--- config.mk ---
export PLATFORM = sky130hd
export DESIGN_NAME = branch_info_queue
export DESIGN_NICKNAME = d
export VERILOG_FILES = /design/src/rtl/branch_info_queue.sv
export SDC_FILE = /design/constraint.sdc
export NUM_CORES = 1
export LEC_CHECK = 0
export CAP_MARGIN = 20
export CORE_ASPECT_RATIO = 1.1
export CORE_MARGIN = 5
export CORE_UTILIZATION = 41
export CTS_BUF_LIST = sky130_fd_sc_hd__clkbuf_4 sky130_fd_sc_hd__clkbuf_8
export DETAILED_ROUTE_END_ITERATION = 8
export HOLD_SLACK_MARGIN = 0.02
export MAX_ROUTING_LAYER = met4
export PLACE_DENSITY = 0.56
export SETUP_SLACK_MARGIN = 0.02
export SYNTH_ARGS = -nofsm -noshare
export SYNTH_HDL_FRONTEND = slang
export SYNTH_SLANG_ARGS = --single-unit
--- constraint.sdc ---
create_clock -name clk -period 5.8 [get_ports clk]
set_clock_uncertainty 0.1 [all_clocks]
set_input_delay 0.87 -clock clk [delete_from_list [all_inputs] [get_ports clk]]
set_output_delay 0.87 -clock clk [all_outputs]
set_load 0.1 [all_outputs]
--- src/rtl/branch_info_queue.sv ---
// branch_info_queue: in-order queue of in-flight branch predictions; resolves out of order by tag,
// retires in program order to the predictor update port and squashes younger entries on a mispredict.
module branch_info_queue #(
    parameter int DEPTH    = 8,
    parameter int GHR_BITS = 10,
    parameter int TAG_BITS = $clog2(DEPTH)
) (
    input  logic                clk,
    input  logic                rst,
    input  logic                alloc_valid,
    output logic                alloc_ready,
    input  logic [31:0]         alloc_pc,
    input  logic                alloc_pred_taken,
    input  logic [GHR_BITS-1:0] alloc_ghr,
    output logic [TAG_BITS-1:0] alloc_tag,
    input  logic                resolve_valid,
    input  logic [TAG_BITS-1:0] resolve_tag,
    input  logic                resolve_taken,
    output logic                update_valid,
    output logic [31:0]         update_pc,
    output logic                update_taken,
    output logic [GHR_BITS-1:0] update_ghr,
    output logic                mispredict_valid,
    output logic [GHR_BITS-1:0] mispredict_ghr
);
    localparam int CW = TAG_BITS + 1;

    logic                valid_q    [DEPTH];
    logic                valid_d    [DEPTH];
    logic                resolved_q [DEPTH];
    logic                resolved_d [DEPTH];
    logic                taken_q    [DEPTH];
    logic                taken_d    [DEPTH];
    logic [31:0]         pc_q       [DEPTH];
    logic                pred_q     [DEPTH];
    logic [GHR_BITS-1:0] ghr_q      [DEPTH];
    logic [TAG_BITS-1:0] head_q, head_d, tail_q, tail_d, rt_off;
    logic [CW-1:0]       count_q, count_d;
    logic                mp_valid_q, mp_valid_d;
    logic [GHR_BITS-1:0] mp_ghr_q, mp_ghr_d;
    logic                retire, res_ok, mp, fire;

    assign alloc_ready      = count_q != CW'(DEPTH);
    assign alloc_tag        = tail_q;
    assign retire           = valid_q[head_q] & resolved_q[head_q];
    assign res_ok           = resolve_valid & valid_q[resolve_tag] & ~resolved_q[resolve_tag];
    assign mp               = res_ok & (resolve_taken != pred_q[resolve_tag]);
    // A wrong-path allocation arriving with a mispredict is dropped.
    assign fire             = alloc_valid & alloc_ready & ~mp;
    assign rt_off           = resolve_tag - head_q;
    assign update_valid     = retire;
    assign update_pc        = retire ? pc_q[head_q] : '0;
    assign update_taken     = retire ? taken_q[head_q] : 1'b0;
    assign update_ghr       = retire ? ghr_q[head_q] : '0;
    assign mispredict_valid = mp_valid_q;
    assign mispredict_ghr   = mp_ghr_q;

    always_comb begin
        valid_d    = valid_q;
        resolved_d = resolved_q;
        taken_d    = taken_q;
        head_d     = head_q;
        tail_d     = tail_q;
        count_d    = count_q;
        mp_valid_d = mp;
        mp_ghr_d   = mp ? {ghr_q[resolve_tag][GHR_BITS-2:0], resolve_taken} : mp_ghr_q;
        if (retire) begin
            valid_d[head_q]    = 1'b0;
            resolved_d[head_q] = 1'b0;
            head_d             = head_q + 1'b1;
        end
        if (res_ok) begin
            resolved_d[resolve_tag] = 1'b1;
            taken_d[resolve_tag]    = resolve_taken;
        end
        if (mp) begin
            // Age is the distance from head; anything further than the resolving entry is younger.
            for (int i = 0; i < DEPTH; i++)
                if (TAG_BITS'(TAG_BITS'(i) - head_q) > rt_off) valid_d[i] = 1'b0;
            tail_d  = resolve_tag + 1'b1;
            count_d = {1'b0, rt_off} + CW'(1) - CW'(retire);
        end else begin
            if (fire) begin
                valid_d[tail_q]    = 1'b1;
                resolved_d[tail_q] = 1'b0;
                tail_d             = tail_q + 1'b1;
            end
            count_d = count_q + CW'(fire) - CW'(retire);
        end
    end

    always_ff @(posedge clk or negedge rst) begin
        if (!rst) begin
            for (int i = 0; i < DEPTH; i++) begin
                valid_q[i]    <= 1'b0;
                resolved_q[i] <= 1'b0;
                taken_q[i]    <= 1'b0;
            end
            head_q     <= '0;
            tail_q     <= '0;
            count_q    <= '0;
            mp_valid_q <= 1'b0;
            mp_ghr_q   <= '0;
        end else begin
            valid_q    <= valid_d;
            resolved_q <= resolved_d;
            taken_q    <= taken_d;
            head_q     <= head_d;
            tail_q     <= tail_d;
            count_q    <= count_d;
            mp_valid_q <= mp_valid_d;
            mp_ghr_q   <= mp_ghr_d;
        end
    end

    // Payload needs no reset: it is only observed through valid entries.
    always_ff @(posedge clk) begin
        if (fire) begin
            pc_q[tail_q]   <= alloc_pc;
            pred_q[tail_q] <= alloc_pred_taken;
            ghr_q[tail_q]  <= alloc_ghr;
        end
    end
endmodule

Yosys cells after proc, flatten, opt, wreduce, memory -nomap -nowiden
Memory sizes are Yosys's and may differ from the RTL's. A register that Yosys moved wholly into a read port is not among the register bits.
Index checks and enable logic that the tools add are counted.
{ "op_classes": {"addsub": 16, "n_lt_le_gt_ge": 14, "n_eq_ne": 2, "mux": 45, "bitwise": 18, "reduce_logical": 5} }
{ "op_table": {"columns": ["operator", "n"], "rows": [
  ["8-bit 2-to-1 mux", 7],
  ["32-bit 2-to-1 mux", 1],
  ["8-bit AND", 3],
  ["3-bit greater-than comparator", 8],
  ["1-bit 2-to-1 mux", 24],
  ["8-bit inverter", 2],
  ["8-bit OR", 2],
  ["1-bit binary-select mux with 3-bit select", 5],
  ["4-bit >= comparator, second input constant", 3],
  ["4-bit by 1-bit < comparator with 1-bit output, second input constant", 3],
  ["3-bit inverter with 4-bit output", 3],
  ["3-bit subtractor, first input constant", 4],
  ["10-bit 2-to-1 mux", 1],
  ["3-bit by 1-bit adder with 3-bit output, second input constant", 3],
  ["1-bit demux with 3-bit select", 3],
  ["8-bit bitwise mux", 1],
  ["4-bit by 1-bit subtractor with 4-bit output", 2],
  ["1-bit AND", 6],
  ["3-bit 2-to-1 mux", 2],
  ["1-bit by 3-bit subtractor with 3-bit output, first input constant", 2],
  ["2-bit by 3-bit subtractor with 3-bit output, first input constant", 2],
  ["3-bit by 1-bit adder with 4-bit output, second input constant", 1],
  ["4-bit by 1-bit adder with 4-bit output", 1],
  ["4-bit 2-to-1 mux", 1],
  ["7 further kinds", 10]
]} }
{ "totals": {"reg_bits": 45, "ram_bits": 344, "in_bits": 51, "out_inout_bits": 59, "n_memories": 3} }
{ "mem_list": {"columns": ["memory", "depth", "width", "rd", "rd_clocked_by_memory_dff", "wr", "line_no", "rtl"], "rows": [
  ["pc_q", 8, 32, 1, 0, 1, "34", "logic [31:0] pc_q [DEPTH];"],
  ["ghr_q", 8, 10, 2, 1, 1, "36", "logic [GHR_BITS-1:0] ghr_q [DEPTH];"],
  ["pred_q", 8, 1, 1, 0, 1, "35", "logic pred_q [DEPTH];"]
]} }

Depth between registers and ports, before layout
Gate-level depths: netlist (run 1).
{ "logic_depth": {"word_depth": 13, "ltp_mapped": 16, "ltp_nobuf": 13} }

Worst setup path after synthesis (run 1)
No wires, ideal clock.
{ "synth_timing": {"path_kind": "input port to flip-flop", "startpoint": "input port resolve_tag[0]", "endpoint": "memory ghr_q[1][0] (enable)", "setup_ns": 0.497, "arrival_ns": 5.280, "slack_ns": -0.077, "path_stages": 9, "path_buffers": 3, "path_cell_list": "buf_2 buf_2 or3b_1 o21ai_1 a221oi_4 xnor2_2 o21ai_2 buf_2 nor3_1"} }
{ "synth_via": {"elab_chain_len": 11, "word_cells_on_any_way": 17, "cone_classes": "eq/ne (1); mux (8); bitwise (7); memory (1)"} }
{ "synth_rtl": {"columns": ["element", "line_no", "rtl"], "rows": [
  ["start: declaration", "17", "input logic [TAG_BITS-1:0] resolve_tag,"],
  ["3-bit inverter with 4-bit output (implied by the code)", "46", "assign res_ok = resolve_valid & valid_q[resolve_tag] & ~resolved_q[resolve_tag];"],
  ["1-bit binary-select mux with 3-bit select", "46", null],
  ["1-bit 2-to-1 mux (implied by the code) (2 in a row)", "46", null],
  ["1-bit AND / 1-bit inverter (equally long branches)", "46", null],
  ["1-bit AND", "46", null],
  ["1-bit AND (*)", "47", "assign mp = res_ok & (resolve_taken != pred_q[resolve_tag]);"],
  ["1-bit inverter (*)", "49", "assign fire = alloc_valid & alloc_ready & ~mp;"],
  ["1-bit AND (*)", "49", null],
  ["1-bit 2-to-1 mux (*)", "118", "if (fire) begin"],
  ["1-bit 2-to-1 mux (implied by the code) (*)", "121", "ghr_q[tail_q] <= alloc_ghr;"],
  ["end: declaration", "36", null]
]} }
Every way passes the cells marked *; elsewhere a longest branch is shown, timed or not. The select of a mux whose other input is x is not followed.

Final worst setup path (run 1)
{ "layout_timing": {"startpoint": "register head_q[0]", "endpoint": "output port update_ghr[3]"} }
{ "layout_via": {"elab_chain_len": 6, "word_cells_on_any_way": 10, "cone_classes": "mux (7); bitwise (2); memory (1)"} }
{ "layout_rtl": {"columns": ["element", "line_no", "rtl"], "rows": [
  ["start: declaration", "37", "logic [TAG_BITS-1:0] head_q, head_d, tail_q, tail_d, rt_off;"],
  ["start signal: assignment", "99", "head_q <= '0;"],
  ["start signal: assignment", "108", "head_q <= head_d;"],
  ["3-bit inverter with 4-bit output (implied by the code)", "45", "assign retire = valid_q[head_q] & resolved_q[head_q];"],
  ["1-bit binary-select mux with 3-bit select", "45", null],
  ["1-bit 2-to-1 mux (implied by the code) (2 in a row)", "45", null],
  ["1-bit AND", "45", null],
  ["10-bit 2-to-1 mux (*)", "54", "assign update_ghr = retire ? ghr_q[head_q] : '0;"],
  ["end: declaration", "22", "output logic [GHR_BITS-1:0] update_ghr,"]
]} }
Marks and branches as above.

==> results.sh, run 1 <==
export IMPL_path_class="register to output pin"
export IMPL_cts_tree="yes"
export IMPL_top_layer="met4"
export IMPL_tightest_slew_ns=1.05
export IMPL_die_y_um=221
export IMPL_leakage_nw=6.83
export IMPL_cts_setup_buffers=0
export IMPL_fillers=3476
export IMPL_path_max_fanout=22
export IMPL_antenna_found_initial=3
export IMPL_cts_resized_gates=0
export IMPL_track_usage_pct=18.4
export IMPL_wl_per_cell_um=23.4
export IMPL_syn_area_sq_um=16600
export IMPL_cp_arrival_ns=3.95
export IMPL_post_route_period_util_pct=84.9
export IMPL_routed_wl_um=40000
export IMPL_synth_edf_count=344
export IMPL_place_gp_congestion=0.867
export IMPL_drc=0
export IMPL_r2r_cells=15
export IMPL_power_total_mw=11.5
export IMPL_netlist_cell_type_count=57
export IMPL_fmaxAchievable_ghz=0.203
export IMPL_hold_class="primary input to asynchronous set/reset pin"
export IMPL_core_area_sq_um=40100
export IMPL_most_common_layout_cells="edfxtp_1, nand2_1, mux4_2"
export IMPL_dr_pass1_iters=5
export IMPL_rows=77
export IMPL_synthMuxAreaShare_pct=14.1
export IMPL_synthCells=990
export IMPL_cts_sinks=389
export IMPL_status="completed"
export IMPL_ir_drop_v=0.000368
export IMPL_hold_viol=0
export IMPL_synth_main_ff_cell="edfxtp_1"
export IMPL_die_area_sq_um=44600
export IMPL_rrSetupSlack_ns=1.51
export IMPL_yosys_register_bits=389
export IMPL_slew_headroom_pct=29.9
export IMPL_dp_slack_ns=0.821
export IMPL_drtAntennaViolNets=0
export IMPL_io_buffer_count=109
export IMPL_cts_max_path_buffers=3
export IMPL_cp_start_kind="register"
export IMPL_regArea_sq_um=11500
export IMPL_synthAdderAreaFrac_pct=2.43
export IMPL_viasPerCell=5.46
export IMPL_die_w_um=202
export IMPL_holdWs_ns=0.265
export IMPL_ctsHoldBuffers=0
export IMPL_first_iter_violations=563
export IMPL_slew_viol_final=0
export IMPL_yosys_warnings=0
export IMPL_post_route_min_period_ns=4.92
export IMPL_cts_max_level=3
export IMPL_async_flop_share_pct=11.6
export IMPL_dp_hpwl_um=23800
export IMPL_grt_pass1_wl_um=61100
export IMPL_wl_met1_um=17700
export IMPL_met2_length_um=19400
export IMPL_grt_overflow_total=0
export IMPL_powerDensity_nw_per_um2=584
export IMPL_fin_nets=1221
export IMPL_clockRootBuffer="clkbuf_8"
export IMPL_grt_max_degree=55
export IMPL_clk_latency_ns=0.60
export IMPL_drive_gt1_share_pct=24.2
export IMPL_initial_utilization_pct=41.4
export IMPL_synth_simple_area_share_pct=5.39
export IMPL_end_kind="output pin"
export IMPL_synth_top_family_by_area="multiplexers"
export IMPL_required_ns=4.83
export IMPL_grt_pass1_vias=10043
export IMPL_r2r_end="count_q[2]"
export IMPL_drv_cap=0
export IMPL_io_pins=110
export IMPL_yosysSeqAreaShare_pct=69.1
export IMPL_route_vias_total=9333
export IMPL_clk_pin_slew_worst_paths_ns=0.06
export IMPL_rsz0062_at_grt="false"
export IMPL_multi_input_area_sq_um=4840
export IMPL_wl_met3_um=1980
export IMPL_reg2reg_from="head_q[0]"
export IMPL_finalSetupViolCount=0
export IMPL_postSynthAreaPerCell_sq_um=16.8
export IMPL_syn_nets=1072
export IMPL_synth_xor_area_share_pct=0.732
export IMPL_layout_commonest_cell="edfxtp_1"
export IMPL_synth_compound_area_share_pct=6.07
export IMPL_area_delta_synth_final_pct=18.9
export IMPL_fin_ws_ns=0.877
export IMPL_cts_buffers=67
==> metal layers <==
metal,up-vias,global-route usage (%)
li1,4206,-
met1,4824,24.0
met2,236,29.2
met3,67,4.33
met4,0,5.45
met5,-,-
==> state kept, by name, indices dropped and copies added, names as in the netlist <==
signal            flops
mispredict_ghr       10
ghr_q                80
taken_q               8
pc_q                256
count_q               4
valid_q               8
head_q                3
alloc_tag             3
mispredict_valid      1
pred_q                8
resolved_q            8
==> power by group <==
part           internal, mW  switching [mW]
clock network          1.42            1.10
registers              3.57           0.368
logic                  1.67            3.40
total                  6.66            4.86
==> cell families after synthesis <==
family | Yosys count
XOR/XNOR | 13
adder cells (fa/ha/maj) | 31
multiplexers | 119
flip-flops | 389
buffers and inverters | 82
AO/OA/AOI/OAI | 153
AND/OR/NAND/NOR | 203
==> cell usage after synthesis, types with 4 or more instances <==
master     number  area share (%)
a2bb2oi_1       5            0.26
a221oi_1        8            0.42
mux2_1          7            0.48
buf_2          18            0.54
mux2_4         12             1.1
xor2_1          4            0.21
o311ai_1        6            0.32
clkbuf_1       33            0.75
mux4_2         86              12
nor2b_1         7            0.26
edfxtp_1      344              62
nor2_1         23            0.52
o31ai_1         4            0.18
xnor2_1         8            0.42
nor3_1         12            0.36
inv_1          21            0.48
a21oi_1        58             1.8
o311ai_0        4            0.21
nand3_1        27            0.81
o21ai_1         9            0.27
mux2i_1         9            0.54
o21ai_0        14            0.42
a22o_1          7            0.37
nand2_1       117             2.6
a22oi_1        18            0.81
dfrtp_1        45             6.8
a21o_1          4            0.18
ha_1           29             2.2
nand2b_1        4            0.15
mux2_2          5            0.34
==> critical path, stage by stage, from the launching register on <==
cell,delay [ns]
dfrtp_4,0.64
o21ai_0,0.42
nor2_1,0.07
nor3_1,0.34
a21oi_4,0.17
buf_4,0.32
a21oi_1,0.20
clkdlybuf4s50_1,1.17
==> through the flow <==
stage                     TNS (ns)  instance area (sq um)  util, %  cells
after floorplan              -9.87                  16600        -    990
after global placement           0                  18300     45.8   1583
after detailed placement         0                  18300     45.8   1583
after CTS                        0                  19700     49.2   1706
after global routing             0                  19700     49.2   1709
final                            0                  19700     49.2   1709
==> layout make-up <==
class,instances,share of cell area (%)
Clock inverter,35,1.37
Tap cell,513,3.26
Sequential cell,389,58.2
Timing Repair Buffer,138,6.64
Multi-Input combinational cell,519,24.5
Antenna cell,3,0.0381
Inverter,24,0.457
Clock buffer,88,5.54
==> worst max path at each step <==
stage | from | end | slack, ns | cells after the start
floorplan | resolve_tag[0] | ghr_q[1][0] | -0.08 | 9
global placement | resolve_tag[2] | pc_q[0][3] | 0.88 | 9
detailed placement | resolve_tag[2] | ghr_q[0][9] | 0.82 | 9
CTS | head_q[0] | update_ghr[3] | 0.75 | 7
global route | head_q[0] | update_ghr[5] | 0.67 | 7
finish | head_q[0] | update_ghr[3] | 0.88 | 7
Note: power is estimated with default switching activity, not from simulation.
==> run 2: changes to the inputs <==
--- a/config.mk
+++ b/config.mk
@@ -13,7 +13,7 @@
 export DETAILED_ROUTE_END_ITERATION = 8
 export HOLD_SLACK_MARGIN = 0.02
 export MAX_ROUTING_LAYER = met4
-export PLACE_DENSITY = 0.56
+export PLACE_DENSITY = 0.58
 export SETUP_SLACK_MARGIN = 0.02
 export SYNTH_ARGS = -nofsm -noshare
 export SYNTH_HDL_FRONTEND = slang
==> constraint.sdc (replaced) <==
create_clock -name clk -period 4.2 [get_ports clk]
set_clock_uncertainty 0.1 [all_clocks]
set_input_delay 0.63 -clock clk [delete_from_list [all_inputs] [get_ports clk]]
set_output_delay 0.63 -clock clk [all_outputs]
set_load 0.1 [all_outputs]
==> results.sh, run 2 (synthesis results as in run 1) <==
export IMPL_required_ns=3.47
export IMPL_hold_class="register to register"
export IMPL_clk_pin_slew_worst_paths_ns=0.06
export IMPL_tightest_slew_ns=0.969
export IMPL_finalSetupViolCount=0
export IMPL_io_buffer_count=109
export IMPL_rows=77
export IMPL_core_area_sq_um=40100
export IMPL_area_delta_synth_final_pct=22.9
export IMPL_post_route_period_util_pct=92.9
export IMPL_die_area_sq_um=44600
export IMPL_grtUsageMet1_pct=24.0
export IMPL_drive_gt1_share_pct=26.6
export IMPL_cts_resized_gates=0
export IMPL_layout_commonest_cell="edfxtp_1"
export IMPL_routed_wl_um=40600
export IMPL_holdWs_ns=0.401
export IMPL_regMostFlops="pc_q"
export IMPL_cts_max_level=3
export IMPL_cts_buffers=67
export IMPL_viasPerCell=5.56
export IMPL_ir_drop_v=0.000626
export IMPL_track_usage_pct=18.8
export IMPL_grt_overflow_total=0
export IMPL_critPathTopFamily="buffers and inverters"
export IMPL_fmaxAchievable_ghz=0.256
export IMPL_cts_max_path_buffers=3
export IMPL_largest_reg_flops=256
export IMPL_status="complete, but fails checks"
export IMPL_first_iter_violations=622
export IMPL_antenna_found_initial=5
export IMPL_die_w_um=202
export IMPL_cp_start_kind="register"
export IMPL_wl_per_cell_um=23.6
export IMPL_dpl_cell_area_sq_um=19000
export IMPL_leakage_nw=7.09
export IMPL_drv_cap=0
export IMPL_most_common_layout_cells="edfxtp_1, nand2_1, mux4_2"
export IMPL_fin_area_sq_um=20400
export IMPL_fin_nets=1237
export IMPL_path_buf_inv=2
export IMPL_drc=1
export IMPL_grt_pass1_vias=10308
export IMPL_gr_max_usage_layer="met2"
export IMPL_hold_viol=0
export IMPL_die_y_um=221
export IMPL_grt_pass1_wl_um=62400
export IMPL_dr_pass1_iters=7
export IMPL_path_class="register to output pin"
export IMPL_grt_max_degree=52
export IMPL_ctsHoldBuffers=1
export IMPL_post_route_min_period_ns=3.90
export IMPL_slowest_delay_ns=0.71
export IMPL_gr_usage_met2_pct=30.1
export IMPL_route_vias_total=9597
export IMPL_tns_ns=0
export IMPL_dp_hpwl_um=24000
export IMPL_io_pins=110
export IMPL_place_gp_congestion=0.919
export IMPL_path_cells="buf_4 -> mux4_2 -> nand2_1 -> a21oi_1 -> buf_12"
export IMPL_slew_headroom_pct=35.2
export IMPL_cp_arrival_ns=3.17
export IMPL_slew_viol_final=0
export IMPL_rsz0062_at_grt="false"
export IMPL_cts_sinks=389
export IMPL_cp_slowest_cell="buf_4"
export IMPL_met3_usage_pct=4.13
export IMPL_cts_tree="yes"
export IMPL_cts_setup_buffers=0
export IMPL_clockRootBuffer="clkbuf_8"
export IMPL_violations="design-rule violations"
export IMPL_path_max_fanout=42
export IMPL_end_kind="output pin"
export IMPL_powerDensity_nw_per_um2=816
export IMPL_drtAntennaViolNets=0
export IMPL_clk_latency_ns=0.58
export IMPL_initial_utilization_pct=41.4
run 2: changes by cell type in the layout (fill, tap and decap cells not counted), sizes merged, moves of 2 or more:
cell / delta
clkinv: -6
buf: +31
clkdlybuf4s50: -16
clkbuf: +5
bufinv: -2
diode: +2
run 2: final timing paths:
path,cells past startpoint,slack (ns),endpoint,from
setup / recovery,5,0.30,update_pc[19],head_q[0]
hold / removal,1,0.40,taken_q[7],taken_q[7]
setup reg to reg,10,0.62,valid_q[5],head_q[0]
hold reg to reg,1,0.40,taken_q[7],taken_q[7]
max in group asynchronous,3,2.72,head_q[1],rst
min in group asynchronous,2,0.49,mispredict_ghr[0],rst
run 2: report_power, final:
group          internal, mW  leakage [nW]  switching, mW
Sequential             4.92          3.67          0.394
Clock                  1.93         0.710           1.50
Combinational          2.90          2.71           4.99
Total                  9.75          7.09           6.88
run 2: worst reg2reg max path, cell delays in order (launching register included):
cell      delay [ns]
dfrtp_4         0.65
buf_4           0.74
inv_1           0.40
ha_1            0.44
inv_1           0.06
ha_1            0.32
nor2b_1         0.19
o21a_1          0.13
o21ai_0         0.06
o311ai_0        0.27
o21ai_1         0.11
run 2: through the flow:
stage                     instances  total power, mW  utilization, %  setup slack (ns)
after floorplan                 990             10.7               -            -0.240
after global placement         1598             13.3            47.4             0.374
after detailed placement       1598             13.3            47.4             0.223
after CTS                      1720             16.8            50.8             0.207
after global routing           1725             17.5            50.9            0.0326
final                          1725             16.6            50.9             0.299
run 2: layout make-up:
type | count | area, sq um
clock inverters | 28 | 193
repair buffers | 154 | 1970
flip-flops and latches | 389 | 11500
fillers | 3326 | 19700
multi-input cells | 519 | 4850
diodes | 5 | 12.5
clock buffers | 93 | 1170
inverters | 24 | 90.1
well taps | 513 | 642
run 2: layer usage:
layer	up-vias	part of all wire [%]
met5	-	0
met4	0	2.5
met3	68	6.1
met2	318	50
met1	4950	42
li1	4261	-
==> run 3: changes to the inputs <==
--- a/config.mk
+++ b/config.mk
@@ -6,7 +6,6 @@
 export NUM_CORES = 1
 export LEC_CHECK = 0
 export CAP_MARGIN = 20
-export CORE_ASPECT_RATIO = 1.1
 export CORE_MARGIN = 5
 export CORE_UTILIZATION = 41
 export CTS_BUF_LIST = sky130_fd_sc_hd__clkbuf_4 sky130_fd_sc_hd__clkbuf_8
==> results.sh, run 3 (synthesis results as in run 1) <==
export IMPL_core_area_sq_um=39900
export IMPL_ir_drop_v=0.000619
export IMPL_cts_max_level=3
export IMPL_fillers=3302
export IMPL_rsz0062_at_grt="false"
export IMPL_dp_hpwl_um=24100
export IMPL_grt_overflow_total=0
export IMPL_finalSetupViolCount=0
export IMPL_drtAntennaViolNets=0
export IMPL_dpl_cell_area_sq_um=19000
export IMPL_fmaxAchievable_ghz=0.255
export IMPL_grt_max_degree=53
export IMPL_largest_reg_flops=256
export IMPL_reg2reg_from="head_q[0]"
export IMPL_clk_latency_ns=0.61
export IMPL_route_vias_total=9510
export IMPL_grt_pass1_vias=10031
export IMPL_drc=0
export IMPL_viasPerCell=5.47
export IMPL_drive_gt1_share_pct=26.1
export IMPL_fin_nets=1239
export IMPL_clockRootBuffer="clkbuf_8"
export IMPL_cts_setup_buffers=0
export IMPL_hold_path_end="taken_q[1]"
export IMPL_hp_start="taken_q[1]"
export IMPL_die_area_sq_um=44600
export IMPL_cts_buffers=67
export IMPL_track_usage_pct=18.7
export IMPL_first_iter_violations=670
export IMPL_io_buffer_count=109
export IMPL_cts_tree="yes"
export IMPL_dr_pass1_iters=8
export IMPL_fin_area_sq_um=20400
export IMPL_wl_per_cell_um=23.1
export IMPL_tightest_slew_ns=0.987
export IMPL_r2r_end="count_q[2]"
export IMPL_die_w_um=211
export IMPL_antenna_found_initial=3
export IMPL_cp_start_kind="register"
export IMPL_rows=73
export IMPL_slew_viol_final=0
export IMPL_post_route_period_util_pct=93.2
export IMPL_status="completed"
export IMPL_path_class="register to output pin"
export IMPL_rrSetupSlack_ns=0.75
export IMPL_dp_slack_ns=0.284
export IMPL_hold_class="register to register"
export IMPL_path_max_fanout=20
export IMPL_area_delta_synth_final_pct=22.7
export IMPL_end_kind="output pin"
export IMPL_die_y_um=211
export IMPL_drv_cap=0
export IMPL_cts_sinks=389
export IMPL_io_pins=110
export IMPL_powerDensity_nw_per_um2=809
export IMPL_whs_path_depth=1
export IMPL_hold_viol=0
export IMPL_post_route_min_period_ns=3.91
export IMPL_required_ns=3.47
export IMPL_regMostFlops="pc_q"
export IMPL_cts_max_path_buffers=3
export IMPL_leakage_nw=7.06
export IMPL_cp_arrival_ns=3.18
export IMPL_tns_ns=0
export IMPL_initial_utilization_pct=41.5
export IMPL_r2r_cells=13
export IMPL_fin_ws_ns=0.286
export IMPL_place_gp_congestion=0.828
export IMPL_routed_wl_um=40200
export IMPL_slew_headroom_pct=34.0
export IMPL_layout_commonest_cell="edfxtp_1"
export IMPL_most_common_layout_cells="edfxtp_1, nand2_1, mux4_2"
export IMPL_clk_pin_slew_worst_paths_ns=0.06
export IMPL_grt_pass1_wl_um=60900
-- run 3: changes by cell type in the layout (fill, tap and decap cells not counted), sizes merged --
| cell | before | now |
|---|---|---|
| buf | 89 | 91 |
| bufinv | 2 | 1 |
| clkbuf | 93 | 88 |
| clkinv | 20 | 27 |
| diode | 5 | 3 |
-- run 3: worst max path at each step --
stage	cells after the start	startpoint	end	slack, ns
6_report	8	head_q[0]	update_pc[17]	0.29
5_1_grt	8	head_q[0]	update_pc[17]	0.08
4_1_cts	6	head_q[0]	update_pc[0]	0.07
3_5_place_dp	14	resolve_tag[1]	count_q[2]	0.28
3_3_place_gp	14	resolve_tag[1]	count_q[3]	0.34
2_1_floorplan	9	resolve_tag[0]	ghr_q[7][0]	-0.24
-- run 3: what timing repair did --
action / CTS / global route
hold buffers: 1 / 0
endpoints found under the hold margin: 30 / 0
gates resized for setup: 1 / 1
setup endpoints to repair: 17 / 10
-- run 3: routing by layer --
metal	GRT usage, %	wire [um]
met1	24.6	17200
met2	29.0	19300
met3	4.05	2540
met4	6.75	1150
met5	-	0
-- run 3: where the power goes --
group          internal [mW]  switching [mW]
Clock                   1.78            1.50
Combinational           2.91            4.97
Sequential              4.92           0.384
-- run 3: metrics by stage --
| stage | hold slack (ns) | utilization [%] | power (mW) | cells |
|---|---|---|---|---|
| floorplan | 0.234 | - | 10.7 | 990 |
| global placement | 0.374 | 47.7 | 13.3 | 1612 |
| detailed placement | 0.381 | 47.7 | 13.3 | 1612 |
| CTS | 0.394 | 51.0 | 16.7 | 1735 |
| global route | 0.402 | 51.0 | 17.3 | 1738 |
| finish | 0.388 | 51.0 | 16.5 | 1738 |
-- run 3: layout make-up --
cell class                 instances  area, sq um  area share, %
inverter                          24         90.1          0.443
multi-input combinational        519         4850           23.9
sequential                       389        11500           56.3
clock inverter                    34          186          0.916
timing repair buffer             156         1990           9.77
antenna                            3         7.51         0.0369
clock buffer                      88         1100           5.43
tap                              525          657           3.23
-- run 3: worst max-delay path, stage by stage, from the launching register on --
cell	delay, ns
dfrtp_4	0.54
nand3_1	0.10
o21ai_0	0.11
nand2_1	0.08
o21ai_0	0.14
a21oi_4	0.82
buf_4	0.40
a21oi_1	0.17
buf_12	0.22
